## config.mk

```make
export PLATFORM = sky130hd
export DESIGN_NAME = lsu_riscv
export DESIGN_NICKNAME = d
export VERILOG_FILES = /design/src/rtl/lsu_riscv.sv
export SDC_FILE = /design/constraint.sdc
export NUM_CORES = 1
export LEC_CHECK = 0
export ABC_AREA = 1
export ABC_CLOCK_PERIOD_IN_PS = 3690
export CAP_MARGIN = 0
export CORE_MARGIN = 2
export CORE_UTILIZATION = 44
export CTS_BUF_LIST = sky130_fd_sc_hd__clkbuf_4
export DETAILED_ROUTE_END_ITERATION = 6
export GPL_ROUTABILITY_DRIVEN = 0
export PLACE_DENSITY = 0.88
export RECOVER_POWER = 50
export SYNTH_ARGS = -nofsm -noshare
export SYNTH_HDL_FRONTEND = slang
export SYNTH_SLANG_ARGS = --single-unit
```

## constraint.sdc

```tcl
create_clock -name clk_i -period 3.69 [get_ports clk_i]
set_input_delay 0.369 -clock clk_i [delete_from_list [all_inputs] [get_ports clk_i]]
set_output_delay 0.369 -clock clk_i [all_outputs]
set_load 0.01 [all_outputs]
```

## src/rtl/lsu_riscv.sv

```systemverilog
`default_nettype none
// ============================================================================
// Module      : lsu_riscv
// Description : Load/store unit. Turns a core byte-addressed access into a
//               word-aligned memory access with byte enables and replicated
//               write data, stalls the core until the memory handshake
//               completes, and sign-/zero-extends load data.
//               Optional macro LSU_MISALIGN_CHECK_EN: when defined, misaligned
//               half/word requests are flagged and not issued to memory.
// Revision    : 1.0 - initial release
// ============================================================================
module lsu_riscv #(
    parameter int ADDR_WIDTH = 32
) (
    input  logic                  clk_i,
    input  logic                  rst_i,
    input  logic                  core_req_i,
    input  logic                  core_we_i,
    input  logic [2:0]            core_size_i,
    input  logic [ADDR_WIDTH-1:0] core_addr_i,
    input  logic [31:0]           core_wd_i,
    output logic [31:0]           core_rd_o,
    output logic                  core_stall_o,
    output logic                  core_misalign_o,
    output logic                  mem_req_o,
    output logic                  mem_we_o,
    output logic [3:0]            mem_be_o,
    output logic [ADDR_WIDTH-1:0] mem_addr_o,
    output logic [31:0]           mem_wd_o,
    input  logic [31:0]           mem_rd_i,
    input  logic                  mem_ready_i
);

    localparam logic [0:0] S_IDLE = 1'b0;
    localparam logic [0:0] S_WAIT = 1'b1;

    logic [0:0]            state_q,    state_d;
    logic                  mem_req_q,  mem_req_d;
    logic                  mem_we_q,   mem_we_d;
    logic [3:0]            mem_be_q,   mem_be_d;
    logic [ADDR_WIDTH-1:0] mem_addr_q, mem_addr_d;
    logic [31:0]           mem_wd_q,   mem_wd_d;
    logic [2:0]            size_q,     size_d;
    logic [1:0]            off_q,      off_d;

    logic [1:0]  w_off;
    logic [3:0]  w_be;
    logic [31:0] w_wd;
    logic        w_misalign;
    logic [7:0]  w_byte;
    logic [15:0] w_half;
    logic [31:0] w_ext;

    assign w_off = core_addr_i[1:0];

    // Lane steering: byte enables and replicated store data for the request.
    // Size codes 3, 6 and 7 fall into the word branch.
    always_comb begin
        w_be = 4'b1111;
        w_wd = core_wd_i;
        case (core_size_i[1:0])
            2'b00: begin
                w_be = 4'b0001 << w_off;
                w_wd = {4{core_wd_i[7:0]}};
            end
            2'b01: begin
                w_be = w_off[1] ? 4'b1100 : 4'b0011;
                w_wd = {2{core_wd_i[15:0]}};
            end
            default: begin
                w_be = 4'b1111;
                w_wd = core_wd_i;
            end
        endcase
    end

`ifdef LSU_MISALIGN_CHECK_EN
    // Misalignment: half needs off[0]=0, word needs off=0; bytes never misalign.
    always_comb begin
        w_misalign = 1'b0;
        case (core_size_i[1:0])
            2'b00:   w_misalign = 1'b0;
            2'b01:   w_misalign = w_off[0];
            default: w_misalign = (w_off != 2'b00);
        endcase
    end
`else
    // Without the check, sub-alignment offset bits are simply ignored.
    assign w_misalign = 1'b0;
`endif

    // Next-state logic for the IDLE/WAIT handshake FSM and registered mem_* outputs.
    always_comb begin
        state_d    = state_q;
        mem_req_d  = mem_req_q;
        mem_we_d   = mem_we_q;
        mem_be_d   = mem_be_q;
        mem_addr_d = mem_addr_q;
        mem_wd_d   = mem_wd_q;
        size_d     = size_q;
        off_d      = off_q;
        case (state_q)
            S_IDLE: begin
                if (core_req_i && !w_misalign) begin
                    state_d    = S_WAIT;
                    mem_req_d  = 1'b1;
                    mem_we_d   = core_we_i;
                    mem_be_d   = w_be;
                    mem_addr_d = {core_addr_i[ADDR_WIDTH-1:2], 2'b00};
                    mem_wd_d   = w_wd;
                    size_d     = core_size_i;
                    off_d      = w_off;
                end
            end
            default: begin
                // Outputs stay frozen until memory completes the request.
                if (mem_ready_i) begin
                    state_d   = S_IDLE;
                    mem_req_d = 1'b0;
                    mem_be_d  = 4'b0000;
                end
            end
        endcase
    end

    // State and memory-side registers; reset abandons any outstanding access.
    always_ff @(posedge clk_i or posedge rst_i) begin
        if (rst_i) begin
            state_q    <= S_IDLE;
            mem_req_q  <= 1'b0;
            mem_we_q   <= 1'b0;
            mem_be_q   <= 4'b0000;
            mem_addr_q <= '0;
            mem_wd_q   <= 32'd0;
            size_q     <= 3'd0;
            off_q      <= 2'd0;
        end else begin
            state_q    <= state_d;
            mem_req_q  <= mem_req_d;
            mem_we_q   <= mem_we_d;
            mem_be_q   <= mem_be_d;
            mem_addr_q <= mem_addr_d;
            mem_wd_q   <= mem_wd_d;
            size_q     <= size_d;
            off_q      <= off_d;
        end
    end

    // Load extraction uses the offset/size latched at request time.
    assign w_byte = mem_rd_i[{off_q, 3'b000} +: 8];
    assign w_half = mem_rd_i[{off_q[1], 4'b0000} +: 16];

    // Sign/zero extension: size bit 2 selects the unsigned variants.
    always_comb begin
        w_ext = mem_rd_i;
        case (size_q[1:0])
            2'b00:   w_ext = {{24{~size_q[2] & w_byte[7]}}, w_byte};
            2'b01:   w_ext = {{16{~size_q[2] & w_half[15]}}, w_half};
            default: w_ext = mem_rd_i;
        endcase
    end

    assign core_rd_o       = ((state_q == S_WAIT) && mem_ready_i && !mem_we_q) ? w_ext : 32'd0;
    assign core_stall_o    = (state_q == S_IDLE) ? (core_req_i & ~w_misalign) : ~mem_ready_i;
    assign core_misalign_o = (state_q == S_IDLE) & core_req_i & w_misalign;

    assign mem_req_o  = mem_req_q;
    assign mem_we_o   = mem_we_q;
    assign mem_be_o   = mem_be_q;
    assign mem_addr_o = mem_addr_q;
    assign mem_wd_o   = mem_wd_q;

endmodule
`default_nettype wire
```

* Yosys cells after proc, flatten, opt, wreduce, memory -nomap -nowiden
Cells that the tools add are included.
Widths: inputs -> output; s select.
** Storage, ports and cells
- Register bits after elaboration :: 74
- Bits in latches :: 0
- Bits in writable memories :: 0
- ROM bits :: 0
- Bits of input ports :: 104
- Output and inout port bits :: 104
- Logic and storage cells :: 42
- Memories :: 0
** Operators by class
- Add/subtract/negate cells :: 0
- Multiply operators :: 0
- Divide/modulo/power cells :: 0
- Magnitude comparators :: 0
- Equal/unequal tests :: 3
- Shifts and indexed selects :: 3
- Mux-type cells :: 15
- Bitwise operators :: 5
- Reductions and logical operators :: 8
** Operators with widths (count)
- $pmux 32 s2 :: 2
- $mux 32 :: 1
- $shiftx 32x6->16 :: 1
- $shiftx 32x6->8 :: 1
- $mux 4 :: 4
- $pmux 4 s2 :: 1
- $mux 1 :: 7
- $eq 2x1->1 const B :: 2
- $logic_not 2->1 :: 2
- $reduce_and 2->1 :: 2
- $shl 1x2->4 const A :: 1
- $not 1->1 :: 3
- $and 1x1->1 :: 2
- $logic_and 1x1->1 :: 2
- $ne 2x2->1 const B :: 1
- $reduce_bool 2->1 :: 1
- $logic_not 1->1 :: 1

* Logic depth before layout (Yosys ltp)
- Word-level depth :: 4
- Depth in mapped cells :: 11
- Gate-level depth less buffers :: 9

* Worst setup path before layout
No wires, ideal clock.
- Path type :: register to output
- Start :: reg size_q[1]
- End :: out core_rd_o[21]
- Data arrival time :: 1.329 ns
- Required time :: 3.321 ns
- Setup slack :: 1.992 ns
- Cell stages (with the launch flop) :: 11
- Buffers on the path :: 1
- Cells stage by stage :: dfrtp_1 -> inv_4 -> nand2_4 -> nor2_8 -> nand2_1 -> nand2_2 -> nand2_4 -> nand3_2 -> nand2_4 -> buf_8 -> nor2_4
** Between the ends
- Longest elaborated chain between the ends :: 3
- Elaborated cells between the ends (all ways) :: 4
- Those cells by class :: 1 x eq/ne; 2 x mux; 1 x reduce/logical
** Ends and longest elaborated chain
- from (decl) :: line 43 : logic [2:0] size_q, size_d;
- from (signal assigned) :: line 144 : size_q <= size_d;
- $eq 2x1->1 / $logic_not 2->1 (equally long branches) :: line 156 : case (size_q[1:0])
- $pmux 32 s2 (*) :: line 156
- $mux 32 (*) :: line 163 : assign core_rd_o = ((state_q == S_WAIT) && mem_ready_i && !mem_we_q) ? w_ext : 32'd0;
- to (decl) :: line 22 : output logic [31:0] core_rd_o,
Every way passes the cells marked *; elsewhere a longest branch is shown, timed or not.

* Final worst setup path
- Start :: reg off_q[1]
- End :: out core_rd_o[16]
** Between the ends
- Longest elaborated chain between the ends :: 4
- Elaborated cells between the ends (all ways) :: 6
- Those cells by class :: 2 x shift; 2 x mux; 2 x bitwise
** Ends and longest elaborated chain
- from (decl) :: line 44 : logic [1:0] off_q, off_d;
- from (signal assigned) :: line 136 : off_q <= 2'd0;
- from (signal assigned) :: line 145 : off_q <= off_d;
- $shiftx 32x6->16 / $shiftx 32x6->8 (equally long branches) :: line 151, 150
- $and 1x1->1, on equally long branches :: line 158, 157
- $pmux 32 s2 (*) :: line 156
- $mux 32 (*) :: line 163
Marked as above.

==> results.json <==
{
  "status": "finished, violations left",
  "violations": "max-capacitance violations, max-slew violations",
  "critPathMaxFanout": 18,
  "criticalPathCategory": "reg2out",
  "syn_inst": 537,
  "cts_setup_buffers": 0,
  "tns_ns": 0,
  "rrSetupSlack_ns": 1.28,
  "setup_violations": 0,
  "arrival_ns": 2.79,
  "ios": 208,
  "maxSlewViolCount": 61,
  "placementRows": 34,
  "synth_area_um2": 3880,
  "clock_skew_ns": 0.0130,
  "portBuffers": 204,
  "cts_hold_buf": 0,
  "cts_sinks": 74,
  "synthFlopType": "dfrtp_1",
  "drive_gt1_frac": 0.0556,
  "antenna_left": 0,
  "clk_latency_ns": 0.41,
  "cp-end-kind": "output port",
  "max_slew_margin": -0.685,
  "crit_family": "simple AND/OR/NAND/NOR gates",
  "synth_warnings": 0,
  "p_leak_nw": 2.98,
  "worst_setup_path_start_kind": "flip-flop",
  "final_common_cell": "nand2_1",
  "syn_to_final_growth_pct": 56.4,
  "diodes": 0,
  "layout_common_cells": "246 x nand2_1, 166 x clkdlybuf4s50_1, 74 x dfrtp_1",
  "antenna_found_initial": 0,
  "clock_path_buffers": 2,
  "grt_pass1_wl_mm": 20.8,
  "track_usage": 0.267,
  "cts_resized": 0,
  "initial_core_util": 0.450,
  "grt_pass1_vias": 4407,
  "avgRoutedWirePerCell_um": 15.2,
  "critPathRequiredTime_ns": 3.32,
  "core_um2": 8640,
  "place_hpwl_mm": 9.87,
  "cts_tree": "yes",
  "fin_crit_sh": 0.856,
  "cp.buffers_inverters": 2,
  "hold_viol_final": 0,
  "fin_nets": 837,
  "cts_made_buffers": 9,
  "synth_edf_count": 0,
  "clk_pin_slew_ns": 0.12,
  "synth-seq-cells": 74,
  "clockRootBuffer": "clkbuf_4",
  "avgSynthCellArea_um2": 7.23,
  "fmax_mhz": 316,
  "rsz0062_at_grt": "false",
  "drtPass1Iterations": 5,
  "post-route-util": 0.703,
  "via_count": 4324,
  "ir_worst_vdd_mv": 0.289,
  "async_flop_share": 1.00,
  "post_drt_via_cell_ratio": 5.12,
  "htree_levels": 3,
  "overflow": 0,
  "drc": 0,
  "grt_max_degree": 61,
  "drtIter0Drc": 235,
  "hp-class": "in2reg",
  "fin_crit_ns": 3.16,
  "slowest_delay_ns": 0.77,
  "cpMaxStageDelayCell": "dfrtp_1",
  "wl_mm": 12.9,
  "yosysUniqueCellTypes": 23,
  "die_area_um2": 9590,
  "p_total_mw": 2.62,
  "crit_chain": "inv_4 -> nand2_1 -> nand2_2 -> nand2_1 -> nand2_2 -> nand2_4 -> nand3_2 -> nand2_4 -> nor2_1 -> clkdlybuf4s50_1",
  "drv_cap": 1,
  "die_h_um": 97.9,
  "yosysSeqAreaShare": 0.477,
  "chipWidth_um": 97.9,
  "tightest_slew_ns": 2.51,
  "powerDensity_nw_per_um2": 432
}
-- final timing paths --
kind	startpoint	to	cells past startpoint
max	off_q[1]	core_rd_o[16]	10
min	core_addr_i[27]	mem_addr_o[27]	3
max reg2reg	state_q	mem_wd_o[17]	6
min reg2reg	mem_addr_o[27]	mem_addr_o[27]	2
max in group asynchronous	rst_i	mem_wd_o[0]	3
min in group asynchronous	rst_i	mem_addr_o[6]	2
-- cell families after synthesis --
family | Yosys count | synth area share
other | 1 | 0.000966
AO/OA/AOI/OAI | 65 | 0.0870
AND/OR/NAND/NOR | 334 | 0.364
buffers and inverters | 63 | 0.0709
flip-flops | 74 | 0.477
-- stage by stage --
step / instances / setup slack [ns] / area [um^2] / hold slack [ns]
6_report: 845 / 0.530 / 6070 / 0.481
5_1_grt: 845 / 0.378 / 6070 / 0.488
4_1_cts: 845 / 0.560 / 6080 / 0.477
3_5_place_dp: 830 / 0.815 / 5980 / 0.465
3_3_place_gp: 830 / 0.906 / 5980 / 0.459
2_1_floorplan: 539 / 1.44 / 3890 / 0.473
-- where the power goes --
group | total [mW] | leakage, nW | internal, mW | switching, mW
Clock | 0.399 | 0.0609 | 0.135 | 0.264
Combinational | 1.12 | 2.03 | 0.548 | 0.576
Sequential | 1.10 | 0.890 | 0.981 | 0.117
Total | 2.62 | 2.98 | 1.66 | 0.957
-- area by class of cell --
cell class / count / area, um^2
timing repair buffer: 210 / 2080
fill: 672 / 2560
tap: 108 / 135
inverter: 36 / 141
clock buffer: 10 / 75.1
multi-input combinational: 402 / 1760
sequential: 74 / 1850
clock inverter: 5 / 22.5
-- synthesized netlist by cell type (2+ instances only) --
cell	instances	area share
dfrtp_1	74	0.48
nand2_2	2	0.0032
buf_2	6	0.0077
a21oi_1	22	0.028
nor2_4	11	0.032
nand2_4	3	0.0087
nand3_1	20	0.026
buf_4	4	0.0077
o21ai_0	34	0.044
nor2_1	49	0.047
a31oi_1	8	0.013
inv_1	32	0.031
inv_4	2	0.0032
nand2_1	246	0.24
clkbuf_1	16	0.015
-- registers in the layout (all words and copies together) (netlist names) --
signal and cells:
mem_addr_o 30, mem_be_o 4, mem_req_o 1, mem_wd_o 32
mem_we_o 1, off_q 2, size_q 3, state_q 1
-- metal layers --
layer / global-route usage / share of wire
met1: 0.315 / 0.37
met2: 0.454 / 0.49
met3: 0.0637 / 0.10
met4: 0.139 / 0.033
met5: 0 / 0
-- worst min-delay path, delay by kind of cell --
kind / cells / cell delay, ns
buf+inv: 1 / 0.40
simple gates: 2 / 0.10
No activity file was read; power rests on OpenSTA's default activity.
